**config.mk**
```make
export PLATFORM = sky130hd
export DESIGN_NAME = ksa_param
export DESIGN_NICKNAME = d
export VERILOG_FILES = /design/src/rtl/arc4_pkg.sv /design/src/rtl/arc4_key_sel.sv /design/src/rtl/ksa_param.sv
export SDC_FILE = /design/constraint.sdc
export NUM_CORES = 1
export LEC_CHECK = 0
export CAP_MARGIN = 20
export CELL_PAD_IN_SITES_DETAIL_PLACEMENT = 1
export CELL_PAD_IN_SITES_GLOBAL_PLACEMENT = 1
export CORE_UTILIZATION = 43
export CTS_CLUSTER_SIZE = 20
export DETAILED_ROUTE_END_ITERATION = 7
export PLACE_DENSITY = 0.86
export SYNTH_ARGS = -nofsm -noshare
export SYNTH_HDL_FRONTEND = slang
export SYNTH_SLANG_ARGS = --single-unit
```
**constraint.sdc**
```tcl
create_clock -name clk -period 4.9 [get_ports clk]
set_input_delay 0.98 -clock clk [delete_from_list [all_inputs] [get_ports clk]]
set_output_delay 0.98 -clock clk [all_outputs]
set_load 0.02 [all_outputs]
```
**src/rtl/arc4_pkg.sv**
```systemverilog
// Types and helpers shared by the ARC4 key-scheduling and keystream engines.
package arc4_pkg;

  typedef enum logic [2:0] {
    ST_IDLE  = 3'd0,
    ST_FILL  = 3'd1,
    ST_RD_I  = 3'd2,
    ST_LAT_I = 3'd3,
    ST_RD_J  = 3'd4,
    ST_LAT_J = 3'd5,
    ST_WR_I  = 3'd6,
    ST_WR_J  = 3'd7
  } ksa_state_t;

  localparam int KEY_MAX_BYTES = 32;

  // Byte idx of an nbytes-long key held right-aligned in a 256-bit vector; byte 0 is the MSB.
  function automatic logic [7:0] key_byte(input logic [255:0] key, input logic [4:0] idx,
                                          input int nbytes);
    logic [7:0] b;
    b = 8'h00;
    for (int k = 0; k < KEY_MAX_BYTES; k++) begin
      if (k == nbytes - 1 - int'(idx)) begin
        b = key[k*8 +: 8];
      end
    end
    return b;
  endfunction

endpackage

```
**src/rtl/arc4_key_sel.sv**
```systemverilog
// Combinational key byte select on the running key index, resized to the S data width.
module arc4_key_sel
  import arc4_pkg::*;
#(
  parameter int KEY_BYTES = 3,
  parameter int OUT_W     = 8
) (
  input  logic [KEY_BYTES*8-1:0] i_key,
  input  logic [4:0]             i_kidx,
  output logic [OUT_W-1:0]       o_key
);

  logic [255:0] w_key_ext;

  // Right-align the key in the fixed-width vector the package helper expects.
  always_comb begin
    w_key_ext                  = {256{1'b0}};
    w_key_ext[KEY_BYTES*8-1:0] = i_key;
    o_key                      = OUT_W'(key_byte(w_key_ext, i_kidx, KEY_BYTES));
  end

endmodule

```
**src/rtl/ksa_param.sv**
```systemverilog
// ARC4 key-scheduling engine driving an external single-port, synchronous-read S memory.
module ksa_param
  import arc4_pkg::*;
#(
  parameter int KEY_BYTES = 3,
  parameter int DATA_W    = 8,
  parameter int INIT_MODE = 1
) (
  input  logic                   clk,
  input  logic                   rst,
  input  logic                   en,
  output logic                   rdy,
  input  logic                   abort,
  input  logic [KEY_BYTES*8-1:0] key,
  output logic [DATA_W-1:0]      addr,
  input  logic [DATA_W-1:0]      rddata,
  output logic [DATA_W-1:0]      wrdata,
  output logic                   wren
);

  localparam logic [DATA_W-1:0] I_LAST = {DATA_W{1'b1}};
  localparam logic [4:0]        K_LAST = 5'(KEY_BYTES - 1);

  ksa_state_t             r_state;
  logic [DATA_W-1:0]      r_i;
  logic [DATA_W-1:0]      r_j;
  logic [DATA_W-1:0]      r_si;
  logic [DATA_W-1:0]      r_sj;
  logic [4:0]             r_kidx;
  logic [KEY_BYTES*8-1:0] r_key;
  logic [DATA_W-1:0]      w_key_add;

  arc4_key_sel #(
    .KEY_BYTES(KEY_BYTES),
    .OUT_W    (DATA_W)
  ) u_key_sel (
    .i_key (r_key),
    .i_kidx(r_kidx),
    .o_key (w_key_add)
  );

  // Sequencer: fill, then one read-read-write-write swap per S entry.
  always_ff @(posedge clk or posedge rst) begin
    if (rst) begin
      r_state <= ST_IDLE;
      r_i     <= {DATA_W{1'b0}};
      r_j     <= {DATA_W{1'b0}};
      r_si    <= {DATA_W{1'b0}};
      r_sj    <= {DATA_W{1'b0}};
      r_kidx  <= 5'd0;
      r_key   <= {(KEY_BYTES*8){1'b0}};
    end else if (r_state != ST_IDLE && abort) begin
      r_state <= ST_IDLE;
    end else begin
      case (r_state)
        ST_IDLE: begin
          if (en) begin
            r_key   <= key;
            r_i     <= {DATA_W{1'b0}};
            r_j     <= {DATA_W{1'b0}};
            r_kidx  <= 5'd0;
            r_state <= (INIT_MODE != 0) ? ST_FILL : ST_RD_I;
          end
        end
        ST_FILL: begin
          if (r_i == I_LAST) begin
            r_i     <= {DATA_W{1'b0}};
            r_j     <= {DATA_W{1'b0}};
            r_kidx  <= 5'd0;
            r_state <= ST_RD_I;
          end else begin
            r_i <= r_i + DATA_W'(1);
          end
        end
        ST_RD_I:  r_state <= ST_LAT_I;
        ST_LAT_I: begin
          r_si    <= rddata;
          r_j     <= r_j + rddata + w_key_add;
          r_state <= ST_RD_J;
        end
        ST_RD_J:  r_state <= ST_LAT_J;
        ST_LAT_J: begin
          r_sj    <= rddata;
          r_state <= ST_WR_I;
        end
        ST_WR_I:  r_state <= ST_WR_J;
        ST_WR_J: begin
          if (r_i == I_LAST) begin
            r_state <= ST_IDLE;
          end else begin
            r_i     <= r_i + DATA_W'(1);
            r_kidx  <= (r_kidx == K_LAST) ? 5'd0 : r_kidx + 5'd1;
            r_state <= ST_RD_I;
          end
        end
        default: r_state <= ST_IDLE;
      endcase
    end
  end

  // Memory port decode from the registered state; WR_J lands last so i==j keeps S intact.
  always_comb begin
    rdy    = (r_state == ST_IDLE);
    addr   = {DATA_W{1'b0}};
    wrdata = {DATA_W{1'b0}};
    wren   = 1'b0;
    case (r_state)
      ST_FILL: begin
        addr   = r_i;
        wrdata = r_i;
        wren   = 1'b1;
      end
      ST_RD_I, ST_LAT_I: addr = r_i;
      ST_RD_J, ST_LAT_J: addr = r_j;
      ST_WR_I: begin
        addr   = r_i;
        wrdata = r_sj;
        wren   = 1'b1;
      end
      ST_WR_J: begin
        addr   = r_j;
        wrdata = r_si;
        wren   = 1'b1;
      end
      default: addr = {DATA_W{1'b0}};
    endcase
  end

endmodule

```
# ---- Word level (Yosys, flattened, before mapping)
# Cells that the tools add are included.
dict set report classes {
  reduce_logical 16
  bitwise 1
  muxes 51
  n_eq_ne 45
  add_sub_neg 5
}
# cell n
set op_table {}
lappend op_table {{equality test 6 x 32 -> 1 bit (first input constant)} 16}
lappend op_table {{two-way mux 8 bit} 36}
lappend op_table {{equality test 5 x 32 -> 1 bit (first input constant)} 8}
lappend op_table {{equality test 4 x 32 -> 1 bit (first input constant)} 4}
lappend op_table {{one-hot mux 8 bit (3 select lines)} 3}
lappend op_table {{equality test 3 x 32 -> 1 bit (first input constant)} 2}
lappend op_table {{equality test 2 x 32 -> 1 bit (first input constant)} 1}
lappend op_table {{zero test 32 bit} 1}
lappend op_table {{one-hot mux 3 bit (8 select lines)} 1}
lappend op_table {{two-way mux 5 bit} 4}
lappend op_table {{adder 8 bit} 2}
lappend op_table {{one-hot mux 8 bit (2 select lines)} 1}
lappend op_table {{one-hot mux 5 bit (3 select lines)} 1}
lappend op_table {{equality test 3 bit (second input constant)} 4}
lappend op_table {{two-way mux 3 bit} 3}
lappend op_table {{nonzero test 3 bit} 3}
lappend op_table {{adder 8 x 1 -> 8 bit (second input constant)} 1}
lappend op_table {{equality test 8 bit (second input constant)} 1}
lappend op_table {{AND reduction 4 bit} 2}
lappend op_table {{equality test 3 x 2 -> 1 bit (second input constant)} 2}
lappend op_table {{!= test 2 bit (second input constant)} 3}
lappend op_table {{AND reduction 2 bit} 3}
lappend op_table {{OR reduction 3 bit} 2}
lappend op_table {{subtractor 2 x 5 -> 6 bit (first input constant)} 1}
lappend op_table {{other kinds (13)} 13}
dict set report word_totals {
  ff_bits 64
  out_inout_bits 18
  word_cells 125
  in_bits 36
}

# ---- Logic depth before layout (Yosys ltp)
dict set report depth {
  ltp_word 36
  ltp_mapped 16
  mapped_depth_nobuf 15
}

# ---- Modules after synthesis
# A second synthesis with hierarchy kept.
dict set report hier_totals {
  hier_cells 378
  hier_area_um2 3871.2
}
# module area_each_um2 n_inst seq_area_each_um2 cells_per_inst
set by_module_without_submodules {}
lappend by_module_without_submodules {ksa_param 3545.9 1 1601.5 340}
lappend by_module_without_submodules {arc4_key_sel 325.3 1 0.0 38}

# ---- Worst setup path before layout
# OpenSTA, ideal clock, no wires.
dict set report synth_path {
  kind {reg-to-reg}
  start {register r_kidx[0]}
  end {register r_j[7]}
  required_ns 4.796
  setup_ns 0.104
  path_stages_with_launch 17
  period_less_slack_ns 3.495
  slack_ns 1.405
  t_arrival_ns 3.391
  path_cell_list {dfrtp_1 inv_1 ha_1 clkbuf_1 nor2b_1 a221o_1 o211ai_1 fa_1 inv_1 ha_1 inv_1 fa_1 nand2b_1 a21oi_1 o21ai_0 a211o_1 o311ai_1}
}
dict set report synth_via {
  elab_chain_len 36
  elab_cells_between_ends 67
}
# element line_no
set synth_rtl {}
lappend synth_rtl {{start, declared} ksa_param.sv:29} ;# logic [4:0] r_kidx;
lappend synth_rtl {{start signal, assigned} ksa_param.sv:92} ;# r_kidx <= (r_kidx == K_LAST) ? 5'd0 : r_kidx + 5'd1;
lappend synth_rtl {{subtractor 2 x 5 -> 6 bit *} arc4_pkg.sv:23} ;# if (k == nbytes - 1 - int'(idx)) begin
lappend synth_rtl {{zero test 32 bit} arc4_pkg.sv:23}
lappend synth_rtl {{two-way mux 8 bit (31 in a row)} arc4_pkg.sv:23}
lappend synth_rtl {{two-way mux 8 bit *} arc4_pkg.sv:23}
lappend synth_rtl {{adder 8 bit *} ksa_param.sv:78} ;# r_j <= r_j + rddata + w_key_add;
lappend synth_rtl {{one-hot mux 8 bit (3 select lines) *} ksa_param.sv:55} ;# case (r_state)
lappend synth_rtl {{end signal, assigned} ksa_param.sv:60} ;# r_j <= {DATA_W{1'b0}};
lappend synth_rtl {{end signal, assigned} ksa_param.sv:68} ;# r_j <= {DATA_W{1'b0}};
lappend synth_rtl {{end signal, assigned} ksa_param.sv:78}
lappend synth_rtl {{end, declared} ksa_param.sv:26} ;# logic [DATA_W-1:0] r_j;
# Mark *: on every way between the ends. The rest lies on a longest branch, timed or not.
# A chain may end at the register's enable or synchronous reset.

# ---- Final worst setup path
# Ends and elaborated chain as after synthesis.

==> results.md <==
- Final Wtd Congestion: 0.877
- Global-route wire length before repair: 16,500 um
- DRC violations left: 0
- Pwr dens: 470 mW/mm^2
- Cell area after layout: 0.00457 mm^2
- IR Drop Worst-Case VDD: 219 uV
- Number of global-route vias before repair: roughly 3,100
- Reg clk slew, reported paths: 0.08 ns
- Max-Cap Viols: 0
- Final hold violations: 0
- Synth area leader: dfrtp_1
- Initial antenna violation count: 0
- Worst EP arrival: 4.39 ns
- Total grt overflow: 0
- Outcome: finished, final reports clean
- Unique masters post-synth: 57
- Reg2reg start: r_kidx[0]
- Initial Util: 0.451
- Wire per inst: between 20 and 25 um
- Crit path max-delay cell type: fa_1
- Reg2reg end: r_j[7]
- Area contributors post-synth: dfrtp_1 (43%), mux2_2 (12%), fa_1 (4.3%)
- Leak pwr: 1.95 nW
- Flop pwr share: 0.366
- Final min period: between 4 and 5 ns
- Crit path max fanout: 10
- Fmax: 241 MHz
- Root Buffer: clkbuf_8
- Clock Power Share: 0.245
- Final antenna-violating net count: 0
- Tot GR Track Use: 0.246
- Crit end category: flop
- Synth top area share: 0.428
- Critical path startpoint category: flop
- Routed WL: 10,000 um
- Post-synthesis sequential area ratio: 0.428
- CP top delay family: adder cells
- Relative slew slack: 0.483
- Clock Latency Late Sink: 0.35 ns
- Post-CTS sizing: 0
- Antenna diodes: 0
- FF+latch count, synth: 64
- Top FF cell, synth: dfrtp_1
- Detailed placement HPWL: 7330 um
- Port Buffer Count: 53
- Die Span Y: 95.3 um
- Area Overhead vs Synth: 22.1%
- PnR Total Power: between 0.002 and 0.0025 W
- First-pass DRT Iterations: 4
- CTS tree: built
- Hold depth: 1
- Post-CTS Setup Repair Bufs: 0
- Worst-path cell chain: inv_1, ha_1, nand3_1, o211ai_1, fa_1, inv_1, ha_1, inv_1, fa_1, nand2b_1, a21oi_1, o21ai_0, a211o_1, o311ai_1
- Fraction of registers with async set/reset: 1.00
- Fin Clk Skew: 0.00836 ns
- Combinational share of power: 0.389
- Slew Limit Fails: 0
- Mean number of vias per cell: 5.81
- Setup TNS Final: 0 ns
- Die area: 0.00908 mm^2
- Multi-input logic area: between 0.0015 and 0.002 mm^2
- Sinks on Clock Net: 64
- Die X: 95.3 um
- CP dominant cell by count: inv_1
- Synth Area per Inst: between 10 and 15 um^2
- Period utilization: 0.846
- CP Capture Point: r_j[7]
- CP max stage delay: 0.48 ns
- Hold_buf cts: 0
- Critical path startpoint: r_kidx[0]
- # rows: 33
- Longest Clk Path Bufs: 2
- I/O pins: 54
- Worst EP required: 5.14 ns
- Layout cells sized above 1: 0.191
- Setup CP Type: reg -> reg
- Area of the mapped netlist: 0.00374 mm^2
- CTS H-Tree Depth: 3
- Hold/Removal Path Class: reg -> reg
- Number of fill cells: 865
- Syn Inst Count: around 340
- WP buf/inv: 3
- Num CTS Buffers: 9
- Area post-placement: 0.00431 mm^2
- Net Switching: 0.000783 W
- Worst Reg2Reg Path Length in Cells: 14
- CORE AREA: 0.00830 mm^2
- Setup violators final: 0
- Nets: 444
- Reg2Reg Setup Slack: about 0.76 ns
- Ys Warns: 0
- Sw frac: 0.365
- DR vias: slightly below 3,000
- Worst-Margin Slew: 0.770 ns
- RSZ-0062 raised after global routing: no
- Int Power: 0.00136 W
- Post-synth EDFFs: 0
- Syn nets: ~400
- Cell count along the critical path: 14
- DR iter-0 viols: between 100 and 150
- Largest net degree at the start of global routing: 36
- FF/Latch Area: 0.00160 mm^2
-- registers in the layout, summed over array words and instances, names as in the netlist --
signal / flops
r_i: 8
r_j: 8
r_key: 24
r_kidx: 5
r_si: 8
r_sj: 8
r_state: 3
-- through the flow --
step	hold slack, ns	worst slack, ns	utilization	instances
floorplan	0.480	1.40	-	339
global placement	0.488	1.12	0.520	481
detailed placement	0.496	0.931	0.520	481
CTS	0.513	0.782	0.547	497
global route	0.528	0.521	0.551	498
finish	0.510	0.756	0.551	498
-- kinds of logic (layout without fill, tap and decap cells) --
kind of cell,after synthesis,in the layout,synth area share
xor+xnor,8,8,0.0187
simple gates,75,75,0.101
buf+inv,33,87,0.0431
mux,48,48,0.142
fa+ha+maj,20,20,0.0829
flops,64,64,0.428
compound gates,91,91,0.185
-- worst reg2reg max path, stage by stage (launching register included) --
cell      delay [ns]
dfrtp_1         0.46
inv_1           0.15
ha_1            0.37
nand3_1         0.30
o211ai_1        0.39
fa_1            0.48
inv_1           0.09
ha_1            0.18
inv_1           0.06
fa_1            0.40
nand2b_1        0.20
a21oi_1         0.23
o21ai_0         0.16
a211o_1         0.32
o311ai_1        0.25
-- routing by layer --
metal,up-vias,track usage,routed length [um]
met5,-,0,0
met4,0,0.106,259
met3,22,0.0439,325
met2,61,0.407,5150
met1,1484,0.316,4280
li1,1326,-,-
-- cell usage in the layout, fill, tap and decap left out, types with 4 or more instances in the layout --
cell type        instances
mux2i_1                  8
dfrtp_1                 64
nand2_1                 34
a21oi_1                 16
mux2_2                  40
clkdlybuf4s50_1         53
ha_1                    12
o21ai_0                 21
o31ai_1                  6
nor2_1                   7
a22o_1                  10
xnor2_1                  6
o221a_2                  4
clkbuf_8                10
nand3_1                  8
inv_1                   14
a21o_1                   4
fa_1                     8
-- power groups by stage --
stage                     sequential, W  clock [W]  combinational, W
after floorplan                0.000724          0          0.000621
after global placement         0.000784          0          0.000768
after detailed placement       0.000795          0          0.000800
after CTS                      0.000785   0.000532          0.000824
after global routing           0.000802   0.000558          0.000921
final                          0.000786   0.000525          0.000835
-- synthesized netlist by cell type (2+ instances only) --
cell type	count
dfrtp_1	64
mux2_2	40
nand2_1	34
o21ai_0	21
a21oi_1	16
inv_1	15
ha_1	12
a22o_1	10
fa_1	8
mux2i_1	8
nand3_1	8
nor2_1	7
buf_2	6
buf_4	6
o31ai_1	6
xnor2_1	6
clkbuf_1	5
a21o_1	4
o221a_2	4
a21boi_0	3
a221o_1	3
and2_1	3
and3_1	3
nand2b_1	3
nor2b_1	3
nor3_1	3
a211o_1	2
a21oi_2	2
o211a_1	2
o21ai_1	2
o2bb2ai_1	2
or3b_1	2
xor2_1	2
-- worst min path at each step --
stage	start	endpoint	slack [ns]
2_1_floorplan	r_sj[0]	r_sj[0]	0.48
3_3_place_gp	r_sj[0]	r_sj[0]	0.49
3_5_place_dp	r_si[6]	r_si[6]	0.50
4_1_cts	r_sj[3]	r_sj[3]	0.51
5_1_grt	r_sj[1]	r_sj[1]	0.53
6_report	r_sj[4]	r_sj[4]	0.51
-- area by class of cell --
class                           instances  area share
Clock inverter                          6      0.0200
Tap cell                              105      0.0287
Sequential cell                        64       0.350
Multi-Input combinational cell        242       0.433
Timing Repair Buffer                   56       0.125
Inverter                               15      0.0123
Clock buffer                           10      0.0301
Power figures use the tool's default switching activity.
